===== src/rtl/multiplier_seq_pkg.sv =====
// rtl/multiplier_seq_pkg.sv - shared arithmetic package: state encoding, default width, clog2 helper
package multiplier_seq_pkg;

  localparam int DEFAULT_WIDTH = 16;

  // Same encoding as the sequential divider so the two FSMs read alike on board.
  typedef enum logic {
    ST_IDLE = 1'b0,
    ST_RUN  = 1'b1
  } state_t;

  function automatic int clog2(input int value);
    int r;
    r = 0;
    for (int i = 0; i < 31; i++) begin
      if ((1 << i) < value) r = i + 1;
    end
    return r;
  endfunction

endpackage


===== src/rtl/multiplier_seq.sv =====
// rtl/multiplier_seq.sv - sequential shift-and-add multiply-accumulate, y = a*b + c in WIDTH cycles
module multiplier_seq
  import multiplier_seq_pkg::*;
#(
  parameter int WIDTH = DEFAULT_WIDTH
) (
  input  logic                 clk,
  input  logic                 rst,
  input  logic                 start,
  input  logic [WIDTH-1:0]     a,
  input  logic [WIDTH-1:0]     b,
  input  logic [WIDTH-1:0]     c,
  output logic                 busy,
  output logic                 done,
  output logic [2*WIDTH-1:0]   y
);

  localparam int              CW       = clog2(WIDTH + 1);
  localparam logic [CW-1:0]   CNT_LOAD = CW'(WIDTH);
  localparam logic [CW-1:0]   CNT_ONE  = CW'(1);

  state_t              state_q;
  state_t              state_d;
  logic [CW-1:0]       cnt_q;
  logic [WIDTH-1:0]    a_q;
  logic [2*WIDTH:0]    acc_q;
  logic [2*WIDTH:0]    acc_step;
  logic [WIDTH:0]      upper_sum;
  logic                accept;
  logic                last_step;

  // One multiplier bit per step: the addend c seeds the upper half, b sits in the lower half
  // and is consumed from the LSB as the product shifts in from above.
  always_comb begin
    upper_sum = acc_q[2*WIDTH:WIDTH];
    if (acc_q[0]) upper_sum = acc_q[2*WIDTH:WIDTH] + {1'b0, a_q};
    acc_step = {1'b0, upper_sum, acc_q[WIDTH-1:1]};
  end

  always_ff @(posedge clk) begin
    if (rst) state_q <= ST_IDLE;
    else     state_q <= state_d;
  end

  always_comb begin
    state_d   = state_q;
    busy      = 1'b0;
    accept    = 1'b0;
    last_step = 1'b0;
    case (state_q)
      ST_IDLE: begin
        if (start) begin
          accept  = 1'b1;
          state_d = ST_RUN;
        end
      end
      ST_RUN: begin
        busy = 1'b1;
        if (cnt_q == CNT_ONE) begin
          last_step = 1'b1;
          state_d   = ST_IDLE;
        end
      end
      default: state_d = ST_IDLE;
    endcase
  end

  always_ff @(posedge clk) begin
    if (rst) begin
      cnt_q <= '0;
      a_q   <= '0;
      acc_q <= '0;
      y     <= '0;
      done  <= 1'b0;
    end else begin
      done <= 1'b0;
      if (accept) begin
        a_q   <= a;
        acc_q <= {1'b0, c, b};
        cnt_q <= CNT_LOAD;
      end else if (busy) begin
        acc_q <= acc_step;
        cnt_q <= cnt_q - CNT_ONE;
        if (last_step) begin
          y    <= acc_step[2*WIDTH-1:0];
          done <= 1'b1;
        end
      end
    end
  end

endmodule


===== config.mk =====
export PLATFORM = sky130hd
export DESIGN_NAME = multiplier_seq
export DESIGN_NICKNAME = d
export VERILOG_FILES = /design/src/rtl/multiplier_seq_pkg.sv /design/src/rtl/multiplier_seq.sv
export SDC_FILE = /design/constraint.sdc
export NUM_CORES = 1
export LEC_CHECK = 0
export CAP_MARGIN = 20
export CORE_MARGIN = 2
export CORE_UTILIZATION = 45
export DETAILED_ROUTE_END_ITERATION = 8
export GPL_ROUTABILITY_DRIVEN = 0
export PLACE_DENSITY_LB_ADDON = 0.15
export SYNTH_ARGS = -nofsm -noshare
export SYNTH_HDL_FRONTEND = slang
export SYNTH_SLANG_ARGS = --single-unit

===== constraint.sdc =====
create_clock -name clk -period 2.1 [get_ports clk]
set_input_delay 0.42 -clock clk [delete_from_list [all_inputs] [get_ports clk]]
set_output_delay 0.42 -clock clk [all_outputs]
set_load 0.005 [all_outputs]

Word level (Yosys, flattened, before mapping)
Cells that the tools add are included.
Word-level totals
  register bits: 87
  output and inout bits: 34
Operators by class
  reductions and logical operators: 4
  equal/unequal tests: 1
  add/subtract/negate cells: 2
  mux-type cells: 13
  bitwise operators: 3
Operator list (number)
  $mux 32: 2
  $add 16x16->17: 1
  $mux 17: 1
  $mux 5: 2
  $mux 1: 7
  $eq 5x1->1 const B: 1
  $sub 5x1->5 const B: 1
  $not 1->1: 3
  $reduce_and 3->1: 1
  $reduce_or 3->1: 1
  $pmux 1 s2: 1
  $reduce_bool 2->1: 1
  $reduce_or 2->1: 1

Depth between registers and ports, before layout
Gate-level depths: netlist of the first run.
  depth after elaboration: 4
  mapped depth: 8
  gate-level depth less buffers: 8

Least setup slack after synthesis of the first run
No wires, ideal clock.
  kind: register to register
  start: reg a_q[0]
  end: reg y[25]
  slack: -0.197 ns
  period minus slack after synthesis: 2.297 ns
  data arrival time: 2.223 ns
  path buffers: 0
  stages on the path, launching flop included: 9
  library setup time: 0.074 ns
  cell sequence: dfxtp_1 > ha_1 > fa_1 > a21oi_1 > o211ai_2 > a211oi_2 > a21o_2 > or4b_1 > o211ai_2
Between the ends
  cells in the longest elaborated chain, start to end: 2
Ends and longest elaborated chain
  start: declaration: line multiplier_seq.sv:25  | logic [WIDTH-1:0] a_q;
  start signal: assignment: line multiplier_seq.sv:71  | a_q <= '0;
  start signal: assignment: line multiplier_seq.sv:78  | a_q <= a;
  $add 16x16->17: line multiplier_seq.sv:36  | if (acc_q[0]) upper_sum = acc_q[2*WIDTH:WIDTH] + {1'b0, a_q};
  $mux 17: line multiplier_seq.sv:36
  end signal: assignment: line multiplier_seq.sv:85  | y <= acc_step[2*WIDTH-1:0];
  end: declaration: line multiplier_seq.sv:15  | output logic [2*WIDTH-1:0] y
Every way passes these cells.
A chain may end at the register's enable or synchronous reset.

Worst setup path after layout of the first run
Ends and elaborated chain as after synthesis.

==> results of run 1 <==
metal layers:
layer  vias up  track usage  share of wire
met5         -            0              0
met4         0       0.0779          0.016
met3        16       0.0370          0.044
met2       111        0.389           0.48
met1      1990        0.314           0.46
li1       2141            -              -
power groups by stage:
stage	Combinational (W)	Sequential, W	Clock, W
floorplan	0.000458	0.00183	0
global placement	0.000744	0.00184	0
detailed placement	0.000762	0.00184	0
CTS	0.000777	0.00181	0.00127
global route	0.000882	0.00182	0.00135
finish	0.000796	0.00181	0.00126
flip-flops by register name, summed over array words and instances, names as in the netlist:
signal	count
y	32
state_q	1
acc_q	32
done	1
cnt_q	5
a_q	16
timing repair:
action | 4_1_cts | 5_1_grt
endpoints found under the setup margin | 8 | 14
hold buffers | 0 | 0
pin swaps | 8 | 11
resized for setup | 8 | 16
setup buffers | 2 | 1
per-stage QoR:
step                utilization  cell area (sq um)
global placement          0.582               5640
finish                    0.619               6000
global route              0.619               6000
floorplan                     -               4450
detailed placement        0.582               5640
CTS                       0.610               5910
synthesized netlist by cell type, types with 4 or more instances:
library cell / n / area (sq um)
ha_1: 18 / 225
nand3_1: 5 / 25.0
a211oi_1: 15 / 113
a31oi_1: 8 / 50.1
a21oi_1: 77 / 385
inv_1: 9 / 33.8
mux2i_1: 24 / 240
buf_1: 7 / 26.3
buf_2: 7 / 35.0
or4_1: 4 / 30.0
nor3_1: 10 / 50.1
nor2b_1: 8 / 50.1
xor2_1: 4 / 35.0
mux2_2: 9 / 101
xnor2_1: 6 / 52.6
nand2b_1: 4 / 25.0
o21ai_0: 28 / 140
clkbuf_1: 24 / 90.1
dfxtp_1: 87 / 1740
nand2_1: 80 / 300
nor2_1: 57 / 214
cell families after synthesis:
group	Yosys count
simple gates	190
xor+xnor	10
fa+ha+maj	19
compound gates	159
mux	34
buf+inv	47
flops	87
worst max-delay path, stage by stage, from the launching register on:
cell	delay [ns]
dfxtp_2	0.34
ha_4	0.16
fa_2	0.36
a21oi_4	0.15
o211ai_2	0.12
a211oi_2	0.25
a21o_2	0.18
or4b_4	0.45
o211ai_2	0.07
layout make-up:
type | instances | share of cell area
sequential | 87 | 0.292
inverter | 9 | 0.00563
timing repair buffer | 128 | 0.200
clock inverter | 5 | 0.0106
multi-input combinational | 412 | 0.439
tap | 133 | 0.0278
clock buffer | 11 | 0.0253
how the worst max path moves through the flow:
stage | from | slack [ns] | end | cells past startpoint
2_1_floorplan | a_q[0] | -0.04 | y[25] | 8
3_3_place_gp | a_q[0] | -0.09 | y[25] | 8
3_5_place_dp | a_q[0] | -0.10 | y[25] | 8
4_1_cts | a_q[0] | -0.12 | y[25] | 8
5_1_grt | acc_q[16] | -0.15 | y[25] | 8
6_report | a_q[0] | -0.06 | y[25] | 8
==> summary.txt, run 1 <==
Simple-Gate Fraction of Synth Area: 0.196
Combinational Power Share: 0.206
Sequential share of power: 0.469
Max Buffers Root-to-Sink: 2
Yosys warns: 0
Clock latency on the worst-skew pair: 0.37 ns
Commonest non-fill, non-tap cell in the layout: clkdlybuf4s50_1
# rows: 36
Hpwl dp: 8580 um
Status: complete, but fails checks
Req. time, crit path: 2.40 ns
Post-synth EDFFs: 0
Die width: 103 um
Area grow syn2layout: 35.3%
#FFs+latches synth: 87
Setup CP Type: register to register
Class of the worst hold path: input port to register
Diode count: 0
Worst-path clk slew: 0.09 ns
Height of the die: 103 um
Hold Slack: 0.368 ns
Most frequent cells in the layout: clkdlybuf4s50_1, nand2_1, dfxtp_1, a21oi_1, nor2_1
Proportion of layout cells with a drive suffix above 1: 0.160
I/O Buffers: 84
Starting Density: 0.457
Flop-to-flop setup slack: -0.06 ns
Sw Share: 0.287
Slew Limit Headroom: 0.593
Grt ovf: 0
Adder-cell share of the synthesized area: 0.0554
CTS Buf Count: 9
Multi-input combinational cell area: 2630 sq um
WL/cell: 15.5 um
Worst Setup Start Kind: register
Full die area: 10700 sq um
Arrival @ worst endpoint: 2.46 ns
Synth Area in Compound Gates: 0.214
Root buffer cell: clkbuf_8
Nets: 717
Synth Instances: 546
Worst Tran Pin Value: 0.610 ns
Vias in the first global route: 4015
CTS tree: built
Fillcell total: 859
Wire length of the first global-routing pass: 19400 um
Ys flop type: dfxtp_1
Clock sink total: 87
Pwr/cell area: 645 nW/um^2
Fin crit share: 1.03
DR pass1 iterations: 5
Final setup margin: -0.0625 ns
Iter 0 DRT Violations: 151
Synth Cell Area: 4430 sq um
Post-Syn Nets: 616
Slew Viols, Final: 0
Worst R2R End: y[25]
Storage element area: 1750 sq um
Switching power summed over all nets: 0.00111 W
WHS Endpoint: a_q[15]
Place WS: -0.104 ns
Total Neg Setup Slack: -0.280 ns
Main combinational cell family by area after synthesis: compound AO/OA/AOI/OAI gates
Final Setup Violations: 8
Maxcap violations: 0
Core Region: 9680 sq um
Post-route ant nets: 0
Worst Min Path Start: rst
Register area share after synthesis: 0.393
Crit end category: register
FFs w/ async S/R, synth: 0
Gr usage total: 0.235
Worst Skew: 0.0143 ns
Mux cell area share after synthesis: 0.0796
Hold-critical path depth: 2
Endpoints failing hold: 0
R2R Path Start: a_q[0]
P_int: 0.00276 W
Tmin final: 2.16 ns
Largest net degree at the start of global routing: 76
Maximum clock rate: 462 MHz
Failing checks: negative setup slack
Final WL: 12200 um
DRC violations left: 0
Post-route insts no fill: 785
Pwr Total: 0.00387 W
Syn_area_per_cell: 8.11 sq um
LEAKAGE: 2.26 nW
Peak supply drop: 0.494 mV
Worst R2R Path Depth: 8
Htree depth: 3
Unique masters post-synth: 55
Dpl cells: 766
Clock Power Share: 0.325
RSZ-0062 raised after global routing: true
Vias per inst: 5.42
Antenna violations before repair: 0
Via count: 4258
I/O pins: 85
Xor and xnor area share after synthesis: 0.0198
CP max FO: 3
Power figures use the tool's default switching activity.
==> inputs of run 2 (changes only) <==
--- a/config.mk
+++ b/config.mk
@@ -11,6 +11,8 @@
 export DETAILED_ROUTE_END_ITERATION = 8
 export GPL_ROUTABILITY_DRIVEN = 0
 export PLACE_DENSITY_LB_ADDON = 0.15
+export REMOVE_ABC_BUFFERS = 1
+export SETUP_SLACK_MARGIN = 0.15
 export SYNTH_ARGS = -nofsm -noshare
 export SYNTH_HDL_FRONTEND = slang
 export SYNTH_SLANG_ARGS = --single-unit
==> run 2 against run 1 <==
  * The flow still finishes with violations (negative setup slack)
  * Via count is 0.99% higher
  * Register-to-register slack worse by 0.09 ns
  * Design area is 4.9% higher
  * Global-route usage decreased by 0.32 points
  * Combinational power up 13%
  * Cell count up 0.76%
  * Critical path depth stayed put
  * Wire length grew 1.5%
  * Die area unchanged
  * Fmax shrank 4.1%
  * Sequential power about the same
  * Sequential share of layout area shrank 1.1 points
  * Critical endpoint unchanged
==> summary.txt, run 2 (same netlist as run 1, synthesis figures left out) <==
Crit end category: register
Fin crit share: 1.07 (+0.0442)
# rows: 36 (unchanged)
Total Neg Setup Slack: -0.622 ns (-0.342 ns)
Post-route ant nets: 0 (unchanged)
DR pass1 iterations: 5 (unchanged)
Status: complete, but fails checks
Req. time, crit path: 2.40 ns (about the same)
Post-route insts no fill: 791 (+0.76%)
Most frequent cells in the layout: clkdlybuf4s50_1, nand2_1, dfxtp_1, a21oi_1, nor2_1
Arrival @ worst endpoint: 2.56 ns (+0.10 ns)
Largest net degree at the start of global routing: 78 (+2.6%)
Worst Min Path Start: y[5]
Via count: 4300 (+0.99%)
Clock latency on the worst-skew pair: 0.37 ns (about the same)
Hold Slack: 0.460 ns (+0.0917 ns)
Maxcap violations: 0 (unchanged)
Die width: 103 um (unchanged)
I/O pins: 85 (unchanged)
Commonest non-fill, non-tap cell in the layout: clkdlybuf4s50_1
R2R Path Start: acc_q[16]
Gr usage total: 0.231 (-0.00318)
LEAKAGE: 2.31 nW (+2.0%)
Starting Density: 0.457 (unchanged)
Peak supply drop: 0.289 mV (-41%)
Final Setup Violations: 9 (+1)
Slew Viols, Final: 0 (unchanged)
P_int: 0.00263 W (-4.6%)
Root buffer cell: clkbuf_8
Worst R2R End: y[25]
Pwr/cell area: 604 nW/um^2 (-6.3%)
Endpoints failing hold: 0 (unchanged)
Area grow syn2layout: 41.9%
Wire length of the first global-routing pass: 19100 um (-1.8%)
Worst-path clk slew: 0.09 ns (about the same)
Multi-input combinational cell area: 2880 sq um (+9.3%)
Tmin final: 2.26 ns (+0.0928 ns)
Class of the worst hold path: register to register
WL/cell: 15.6 um (+0.75%)
Switching power summed over all nets: 0.00117 W (+5.2%)
Proportion of layout cells with a drive suffix above 1: 0.226 (+0.0669)
Worst Skew: 0.0127 ns (-0.00157 ns)
Full die area: 10700 sq um (unchanged)
DRC violations left: 0 (unchanged)
CP max FO: 3 (unchanged)
Vias per inst: 5.44 (+0.22%)
Height of the die: 103 um (unchanged)
Largest regs: acc_q: 32 flops, y: 32 flops, a_q: 16 flops
I/O Buffers: 84 (unchanged)
Core Region: 9680 sq um (unchanged)
Worst R2R Path Depth: 8 (unchanged)
Dpl cells: 768 (+0.26%)
Maximum clock rate: 443 MHz (-4.1%)
Clock sink total: 87 (unchanged)
Flop-to-flop setup slack: -0.16 ns (-0.09 ns)
Worst Tran Pin Value: 0.752 ns (+0.141 ns)
CTS tree: built
CTS Buf Count: 9 (unchanged)
Final setup margin: -0.155 ns (-0.0928 ns)
Fillcell total: 824 (-4.1%)
Pwr Total: 0.00380 W (-1.8%)
Failing checks: negative setup slack
Hpwl dp: 8100 um (-5.6%)
Iter 0 DRT Violations: 223 (+48%)
Vias in the first global route: 3990 (-0.62%)
Combinational Power Share: 0.236 (+0.030)
Antenna violations before repair: 0 (unchanged)
Max Buffers Root-to-Sink: 2 (unchanged)
Final WL: 12400 um (+1.5%)
WHS Endpoint: y[5]
Storage element area: 1760 sq um (+0.79%)
Nets: 724 (+0.98%)
Diode count: 0 (unchanged)
Clock Power Share: 0.283 (-0.042)
Setup CP Type: register to register
Worst Setup Start Kind: register
Sequential share of power: 0.480 (+0.011)
RSZ-0062 raised after global routing: true
Sw Share: 0.307 (+0.0203)
Grt ovf: 0 (unchanged)
Post-CTS Hold Buffers: 0 (unchanged)
Slew Limit Headroom: 0.499 (-0.0938)
Htree depth: 3 (unchanged)
Hold-critical path depth: 2 (unchanged)
## run 2: how the worst max path moves through the flow
stage / startpoint / end / slack [ns] / cells after the start
6_report: acc_q[16] / y[25] / -0.16 / 8
5_1_grt: acc_q[16] / y[25] / -0.23 / 8
4_1_cts: acc_q[16] / y[25] / -0.11 / 8
3_5_place_dp: a_q[0] / y[25] / -0.33 / 8
3_3_place_gp: a_q[0] / y[25] / -0.27 / 8
2_1_floorplan: state_q / y[25] / -3.62 / 5
## run 2: critical path, cell delays in order, from the launching register on
cell	delay [ns]
dfxtp_2	0.35
ha_4	0.16
fa_2	0.37
a21oi_4	0.18
o211ai_2	0.12
a211oi_2	0.28
a21o_2	0.19
or4b_4	0.46
o211ai_2	0.07
## run 2: power by group through the flow
stage | clock [W] | combinational (W) | sequential, W
CTS | 0.00109 | 0.000819 | 0.00182
floorplan | 0 | 0.000382 | 0.00185
detailed placement | 0 | 0.000771 | 0.00184
global route | 0.00116 | 0.000983 | 0.00184
finish | 0.00108 | 0.000898 | 0.00182
global placement | 0 | 0.000753 | 0.00184
## run 2: routing by layer
layer  wire (um)  global-route usage  share of wire
met5           0                   0              0
met4         300               0.111          0.024
met3         599              0.0349          0.048
met2        5890               0.367           0.48
met1        5580               0.310           0.45
## run 2: cell type report
class | count | share of cell area
sequential | 87 | 0.281
multi-input combinational | 412 | 0.457
clock inverter | 6 | 0.00736
clock buffer | 9 | 0.0197
inverter | 9 | 0.00537
timing repair buffer | 135 | 0.203
tap | 133 | 0.0265
## run 2: per-stage QoR
step,instance area (sq um),setup slack (ns),utilization
5_1_grt,6290,-0.234,0.649
3_5_place_dp,5640,-0.330,0.583
4_1_cts,6060,-0.110,0.625
3_3_place_gp,5640,-0.269,0.583
6_report,6290,-0.155,0.649
2_1_floorplan,4280,-3.62,-
## run 2: repair_timing
item                                    in CTS  in global routing
pin swaps                                   24                 25
buffers inserted                             5                  3
gates resized for setup                     44                 41
endpoints found under the setup margin      20                 21
==> inputs of run 3 (changes only) <==
--- a/config.mk
+++ b/config.mk
@@ -13,6 +13,7 @@
 export PLACE_DENSITY_LB_ADDON = 0.15
 export REMOVE_ABC_BUFFERS = 1
 export SETUP_SLACK_MARGIN = 0.15
+export SLEW_MARGIN = 5
 export SYNTH_ARGS = -nofsm -noshare
 export SYNTH_HDL_FRONTEND = slang
 export SYNTH_SLANG_ARGS = --single-unit
==> results of run 3 <==
No change in the layout: final DEF, timing and power equal those of run 2.
